<file path="src/rtl/key_array_ctrl_if.sv">
// Bundle of the raw key pins and the per-key debounced level/event outputs.
// The slave side is the key front end; the master side is whoever drives the
// pins and consumes the events (menu logic, or a bench).
interface key_array_ctrl_if #(
    parameter int N_KEYS = 4
);
    logic [N_KEYS-1:0] key;
    logic [N_KEYS-1:0] key_level;
    logic [N_KEYS-1:0] key_press;
    logic [N_KEYS-1:0] key_release;
    logic [N_KEYS-1:0] key_long;
    logic [N_KEYS-1:0] key_repeat;

    modport master (
        output key,
        input  key_level,
        input  key_press,
        input  key_release,
        input  key_long,
        input  key_repeat
    );

    modport slave (
        input  key,
        output key_level,
        output key_press,
        output key_release,
        output key_long,
        output key_repeat
    );
endinterface

</file>
<file path="src/rtl/key_array_ctrl.sv">
// Multi-channel key front end. Every channel has a 2-flop synchroniser, a
// mismatch-counting debouncer and an IDLE/HELD/LONG press tracker that emits
// single-cycle press, release, long-press and auto-repeat pulses. Channels are
// identical and fully independent; bit i of every output belongs to key[i].
module key_array_ctrl #(
    parameter int N_KEYS        = 4,
    parameter int ACTIVE_LOW    = 1,
    parameter int DEB_CYCLES    = 524288,
    parameter int LONG_CYCLES   = 50000000,
    parameter int REPEAT_CYCLES = 10000000
) (
    input  logic            clk,
    input  logic            rst,
    key_array_ctrl_if.slave bus
);

    // Debounce counter only has to reach DEB_CYCLES-1.
    localparam int DEB_W    = (DEB_CYCLES > 1) ? $clog2(DEB_CYCLES) : 1;

    // Hold counter serves both the long-press and the repeat interval, so it
    // is sized for whichever of the two is larger.
    localparam int HOLD_MAX = (LONG_CYCLES > REPEAT_CYCLES) ? LONG_CYCLES : REPEAT_CYCLES;
    localparam int HOLD_W   = (HOLD_MAX > 1) ? $clog2(HOLD_MAX) : 1;

    localparam logic [DEB_W-1:0]  DEB_LAST    = DEB_W'(DEB_CYCLES - 1);
    localparam logic [HOLD_W-1:0] LONG_LAST   = HOLD_W'(LONG_CYCLES - 1);
    localparam logic [HOLD_W-1:0] REPEAT_LAST = HOLD_W'((REPEAT_CYCLES > 0) ? (REPEAT_CYCLES - 1) : 0);
    localparam logic              REPEAT_EN   = (REPEAT_CYCLES > 0);

    // XOR mask turning the raw pin into "1 = pressed".
    localparam logic              POL_INV     = (ACTIVE_LOW != 0);

    typedef enum logic [1:0] {
        ST_IDLE = 2'd0,
        ST_HELD = 2'd1,
        ST_LONG = 2'd2
    } key_state_e;

    logic [N_KEYS-1:0] level_vec;
    logic [N_KEYS-1:0] press_vec;
    logic [N_KEYS-1:0] release_vec;
    logic [N_KEYS-1:0] long_vec;
    logic [N_KEYS-1:0] repeat_vec;

    for (genvar i = 0; i < N_KEYS; i++) begin : g_key

        logic              sync1_d, sync1_q;
        logic              sync2_d, sync2_q;
        logic              level_d, level_q;
        logic [DEB_W-1:0]  deb_cnt_d, deb_cnt_q;
        logic              accept;
        logic              press_evt;
        logic              release_evt;

        key_state_e        state_d, state_q;
        logic [HOLD_W-1:0] hold_d, hold_q;
        logic              press_d, press_q;
        logic              release_d, release_q;
        logic              long_d, long_q;
        logic              repeat_d, repeat_q;

        // Normalise polarity and shift the pin through the two synchroniser stages.
        always_comb begin
            sync1_d = bus.key[i] ^ POL_INV;
            sync2_d = sync1_q;
        end

        // Accept a new level only after DEB_CYCLES consecutive mismatching cycles; any agreement restarts the count.
        always_comb begin
            level_d     = level_q;
            deb_cnt_d   = '0;
            accept      = 1'b0;
            press_evt   = 1'b0;
            release_evt = 1'b0;
            if (sync2_q != level_q) begin
                if (deb_cnt_q == DEB_LAST) begin
                    accept  = 1'b1;
                    level_d = sync2_q;
                end else begin
                    deb_cnt_d = deb_cnt_q + 1'b1;
                end
            end
            press_evt   = accept &  sync2_q;
            release_evt = accept & ~sync2_q;
        end

        // Press tracker: a release always wins over a long/repeat threshold landing on the same cycle.
        always_comb begin
            state_d   = state_q;
            hold_d    = hold_q;
            press_d   = press_evt;
            release_d = release_evt;
            long_d    = 1'b0;
            repeat_d  = 1'b0;
            case (state_q)
                ST_IDLE: begin
                    hold_d = '0;
                    if (press_evt) begin
                        state_d = ST_HELD;
                    end
                end
                ST_HELD: begin
                    if (release_evt) begin
                        state_d = ST_IDLE;
                        hold_d  = '0;
                    end else if (hold_q == LONG_LAST) begin
                        state_d = ST_LONG;
                        long_d  = 1'b1;
                        hold_d  = '0;
                    end else begin
                        hold_d = hold_q + 1'b1;
                    end
                end
                ST_LONG: begin
                    if (release_evt) begin
                        state_d = ST_IDLE;
                        hold_d  = '0;
                    end else if (!REPEAT_EN) begin
                        hold_d = '0;
                    end else if (hold_q == REPEAT_LAST) begin
                        repeat_d = 1'b1;
                        hold_d   = '0;
                    end else begin
                        hold_d = hold_q + 1'b1;
                    end
                end
                default: begin
                    state_d = ST_IDLE;
                    hold_d  = '0;
                end
            endcase
        end

        // All channel state; reset loads the released level and parks the tracker in IDLE.
        always_ff @(posedge clk or posedge rst) begin
            if (rst) begin
                sync1_q   <= 1'b0;
                sync2_q   <= 1'b0;
                level_q   <= 1'b0;
                deb_cnt_q <= '0;
                state_q   <= ST_IDLE;
                hold_q    <= '0;
                press_q   <= 1'b0;
                release_q <= 1'b0;
                long_q    <= 1'b0;
                repeat_q  <= 1'b0;
            end else begin
                sync1_q   <= sync1_d;
                sync2_q   <= sync2_d;
                level_q   <= level_d;
                deb_cnt_q <= deb_cnt_d;
                state_q   <= state_d;
                hold_q    <= hold_d;
                press_q   <= press_d;
                release_q <= release_d;
                long_q    <= long_d;
                repeat_q  <= repeat_d;
            end
        end

        assign level_vec[i]   = level_q;
        assign press_vec[i]   = press_q;
        assign release_vec[i] = release_q;
        assign long_vec[i]    = long_q;
        assign repeat_vec[i]  = repeat_q;
    end

    assign bus.key_level   = level_vec;
    assign bus.key_press   = press_vec;
    assign bus.key_release = release_vec;
    assign bus.key_long    = long_vec;
    assign bus.key_repeat  = repeat_vec;

endmodule

</file>
<file path="src/flat_wrapper.sv">
// flat-port wrapper written by rule: the top's interface ports become plain ports
module key_array_ctrl_flat 
#(
    parameter int N_KEYS        = 4,
    parameter int ACTIVE_LOW    = 1,
    parameter int DEB_CYCLES    = 524288,
    parameter int LONG_CYCLES   = 50000000,
    parameter int REPEAT_CYCLES = 10000000
)
  (clk, rst, bus_key, bus_key_level, bus_key_press, bus_key_release, bus_key_long, bus_key_repeat);
  key_array_ctrl_if #(.N_KEYS(N_KEYS)) bus_i ();
  input  logic clk;
  input  logic rst;
  input wire logic [$bits(bus_i.key)-1:0] bus_key;
  output wire logic [$bits(bus_i.key_level)-1:0] bus_key_level;
  output wire logic [$bits(bus_i.key_press)-1:0] bus_key_press;
  output wire logic [$bits(bus_i.key_release)-1:0] bus_key_release;
  output wire logic [$bits(bus_i.key_long)-1:0] bus_key_long;
  output wire logic [$bits(bus_i.key_repeat)-1:0] bus_key_repeat;
  assign bus_i.key = bus_key;
  assign bus_key_level = bus_i.key_level;
  assign bus_key_press = bus_i.key_press;
  assign bus_key_release = bus_i.key_release;
  assign bus_key_long = bus_i.key_long;
  assign bus_key_repeat = bus_i.key_repeat;
  key_array_ctrl #(.N_KEYS(N_KEYS), .ACTIVE_LOW(ACTIVE_LOW), .DEB_CYCLES(DEB_CYCLES), .LONG_CYCLES(LONG_CYCLES), .REPEAT_CYCLES(REPEAT_CYCLES)) u_core (.clk(clk), .rst(rst), .bus(bus_i));
endmodule
</file>
<file path="config.mk">
export PLATFORM = sky130hd
export DESIGN_NAME = key_array_ctrl_flat
export DESIGN_NICKNAME = d
export VERILOG_FILES = /design/src/rtl/key_array_ctrl_if.sv /design/src/rtl/key_array_ctrl.sv /design/src/flat_wrapper.sv
export SDC_FILE = /design/constraint.sdc
export NUM_CORES = 1
export LEC_CHECK = 0
export ABC_AREA = 1
export CORE_UTILIZATION = 25
export CTS_CLUSTER_DIAMETER = 30
export CTS_CLUSTER_SIZE = 10
export DETAILED_ROUTE_END_ITERATION = 6
export GPL_TIMING_DRIVEN = 1
export PLACE_DENSITY = 0.51
export RECOVER_POWER = 100
export SLEW_MARGIN = 40
export SYNTH_ARGS = -nofsm -noshare
export SYNTH_HDL_FRONTEND = slang
export SYNTH_SLANG_ARGS = --single-unit
</file>
<file path="constraint.sdc">
create_clock -name clk -period 17.5 [get_ports clk]
set_clock_uncertainty 0.1 [all_clocks]
set_input_delay 2.625 -clock clk [delete_from_list [all_inputs] [get_ports clk]]
set_output_delay 2.625 -clock clk [all_outputs]
set_load 0.02 [all_outputs]
</file>
==> impl_metrics.env <==
export IMPL_cts_buffers=57
export IMPL_hold_violations=0
export IMPL_tns_ns=0
export IMPL_synth_cell_type_count=37
export IMPL_max_vdd_ir_drop_v=0.0000923
export IMPL_pwr_share_clk_pct=67.8
export IMPL_die_y_um=219
export IMPL_final_antenna_net_count=0
export IMPL_vias=9564
export IMPL_comb_power_share_pct=1.2
export IMPL_yosysMostFrequentCell="nor2_1"
export IMPL_firstDrtPassIters=5
export IMPL_n_antenna_cell=0
export IMPL_critPathLaunchType="input port"
export IMPL_p_sw_uw=346
export IMPL_fp_dieW_um=219
export IMPL_yosys_top_cells_count="nor2_1 (344), nand2_1 (313), dfrtp_1 (216)"
export IMPL_worst_slew_pin_slew_ns=5.33
export IMPL_crit_required_ns=16.76
export IMPL_portBuffers=25
export IMPL_nNetsFinal=1592
export IMPL_max_freq_mhz=112
export IMPL_drc_errors=0
export IMPL_grt_use_met1_pct=15.0
export IMPL_cts_tree="built"
export IMPL_rsz0062_at_grt="no"
export IMPL_max_stage_delay_ns=3.81
export IMPL_ctsHoldBuffers=0
export IMPL_ios=26
export IMPL_insertion_delay_ns=0.60
export IMPL_pwr_density_cell_nw_per_um2=113
export IMPL_p_leak_nw=6.08
export IMPL_dr_first_iter_drc_count=531
export IMPL_grt_pass1_wl_um=45200
export IMPL_drive_gt1_share_pct=7.58
export IMPL_synth_top_area_share_pct=45.9
export IMPL_ys_seq_area_share_pct=45.9
export IMPL_wl_per_cell_um=11.6
export IMPL_outcome="complete, but fails checks"
export IMPL_synth_area_um2=11800
export IMPL_antenna_found_initial=0
export IMPL_slew_viol_final=144
export IMPL_synth_nets=1538
export IMPL_place_gp_congestion=0.855
export IMPL_cp_cell_sequence="dlygate4sd3_1, clkinvlp_2, clkbuf_1"
export IMPL_clk_path_buf_depth=3
export IMPL_worst_ep_arrival_time_ns=8.16
export IMPL_swShare_pct=21.2
export IMPL_dp_hpwl_um=17800
export IMPL_multi_input_area_um2=5300
export IMPL_hp_class="reg2reg"
export IMPL_grt_use_met3_pct=3.48
export IMPL_ys_seq_elements=216
export IMPL_grt_pass1_vias=9562
export IMPL_synthFlopType="dfrtp_1"
export IMPL_yosys_warnings=0
export IMPL_dpl_cell_count=2109
export IMPL_yosysTopAreaCell="dfrtp_1"
export IMPL_slowest_stage="clkbuf_1"
export IMPL_maxCapViolations=2
export IMPL_setup_viol=0
export IMPL_grt_overflow_total=0
export IMPL_seq_area_um2=5410
export IMPL_instances_no_fill=2217
export IMPL_crit_fanout=98
export IMPL_endpoint_kind="asynchronous set/reset pin"
export IMPL_synth_avg_cell_area_um2=7.80
export IMPL_period_share_pct=50.9
export IMPL_drt_wl_total_um=25800
export IMPL_cts_htree_levels=2
export IMPL_cts_setup_buffers=0
export IMPL_start_util_pct=25.3
export IMPL_fin_crit_ns=8.90
export IMPL_p_seq_share_pct=30.9
export IMPL_grtUsageMet2_pct=17.6
export IMPL_synthTopCellsByArea="dfrtp_1 (46%), nor2_1 (11%), nand2_1 (10%)"
export IMPL_via_per_inst=4.31
export IMPL_grt_busiest_layer="met2"
export IMPL_area_delta_synth_final_pct=23.3
export IMPL_path_class="in2async"
export IMPL_path_clk_slew_ns=0.05
export IMPL_syn_inst=1508
export IMPL_synth_edf_count=0
export IMPL_postSynth_asyncResetShare_pct=100
export IMPL_grt_usage_pct=11.4
export IMPL_violations="capacitance limit, slew limit"
export IMPL_final_fill_count=4971
export IMPL_slew_headroom_pct=-255
export IMPL_core_um2=46500
export IMPL_cts_resized=0
export IMPL_rows=79
export IMPL_grt_max_degree=142
export IMPL_p_int_mw=1.29
export IMPL_clock_sinks=216
export IMPL_die_area_um2=47900
export IMPL_ctsRootBufferMaster="clkbuf_16"
logic make-up (layout without fill, tap and decap cells):
family / Yosys count / in the layout / synth area share [%]
and+or+nand+nor: 894 / 894 / 33.2
DFF: 216 / 216 / 45.9
buffers and inverters: 211 / 313 / 7.91
xor gates and xnor gates: 96 / 96 / 7.14
AOI/OAI and AO/OA: 66 / 66 / 3.15
adders and majority gates: 24 / 24 / 2.55
muxes: 1 / 1 / 0.0851
per-stage QoR:
step / total power [mW] / util, % / area (µm²) / worst slack, ns / hold slack, ns
detailed placement: 0.535 / 27.0 / 12500 / 12.85 / 0.252
CTS: 1.67 / 31.5 / 14700 / 13.04 / 0.258
global route: 1.70 / 31.2 / 14500 / 7.05 / 0.274
floorplan: 0.528 / - / 11800 / 8.87 / 0.231
global placement: 0.535 / 27.0 / 12500 / 12.41 / 0.245
finish: 1.64 / 31.2 / 14500 / 8.60 / 0.252
power by group through the flow:
| stage | clock network (mW) | logic [mW] | registers [mW] |
|---|---|---|---|
| 6_report | 1.11 | 0.0199 | 0.507 |
| 5_1_grt | 1.17 | 0.0242 | 0.507 |
| 4_1_cts | 1.14 | 0.0218 | 0.506 |
| 3_5_place_dp | 0 | 0.0215 | 0.514 |
| 3_3_place_gp | 0 | 0.0212 | 0.514 |
| 2_1_floorplan | 0 | 0.0146 | 0.513 |
cell type report:
class	instances	area share [%]
repair buffers	27	1.83
flip-flops and latches	216	37.2
well taps	607	5.23
inverters	179	4.64
multi-input cells	1081	36.5
clock buffers	74	11.2
clock inverters	33	3.35
critical path, delay by kind of cell:
kind | cells | cell delay [ns]
buf+inv | 3 | 5.46
flip-flops by register name, indices dropped and copies added (netlist names):
register,cells
u_core.g_key.long_q,4
u_core.g_key.release_q,4
u_core.g_key.repeat_q,4
u_core.g_key.sync1_q,4
u_core.g_key.press_q,4
u_core.g_key.hold_q,104
u_core.g_key.level_q,4
u_core.g_key.sync2_q,4
u_core.g_key.deb_cnt_q,76
u_core.g_key.state_q,8
per-layer routing:
metal  part of all wire, %  vias to the layer above
li1                      -                     4876
met1                    49                     4478
met2                    44                      168
met3                   5.5                       42
met4                   1.9                        0
met5                     0                        -
final timing paths:
check | start | end | slack [ns] | depth (start not counted)
max | rst | u_core.g_key[1].hold_q[12] | 8.60 | 3
min | u_core.g_key[1].sync1_q | u_core.g_key[1].sync2_q | 0.25 | 0
max reg2reg | u_core.g_key[3].deb_cnt_q[0] | u_core.g_key[3].hold_q[15] | 14.29 | 10
min reg2reg | u_core.g_key[1].sync1_q | u_core.g_key[1].sync2_q | 0.25 | 0
max in group clk | u_core.g_key[3].level_q | bus_key_level[3] | 13.04 | 1
min in group asynchronous | rst | u_core.g_key[1].level_q | 2.87 | 2
cell usage in the layout (no fill, tap or decap), types with 5 or more instances in the layout:
cell type and n:
clkbuf_8 13, clkinv_2 8, nor3_1 51, inv_1 178, xnor2_1 26, clkbuf_16 57, xor2_1 70, nor4_1 5
dlygate4sd3_1 25, bufinv_16 9, clkbuf_1 5, ha_1 24, nand4_1 41, o22ai_1 5, a21oi_1 28, nor3b_1 5
nand3b_1 8, dfrtp_1 216, nor2_1 350, clkinvlp_4 11, nand2_1 322, nand3_1 94, o21ai_0 19
Power figures use the tool's default switching activity.
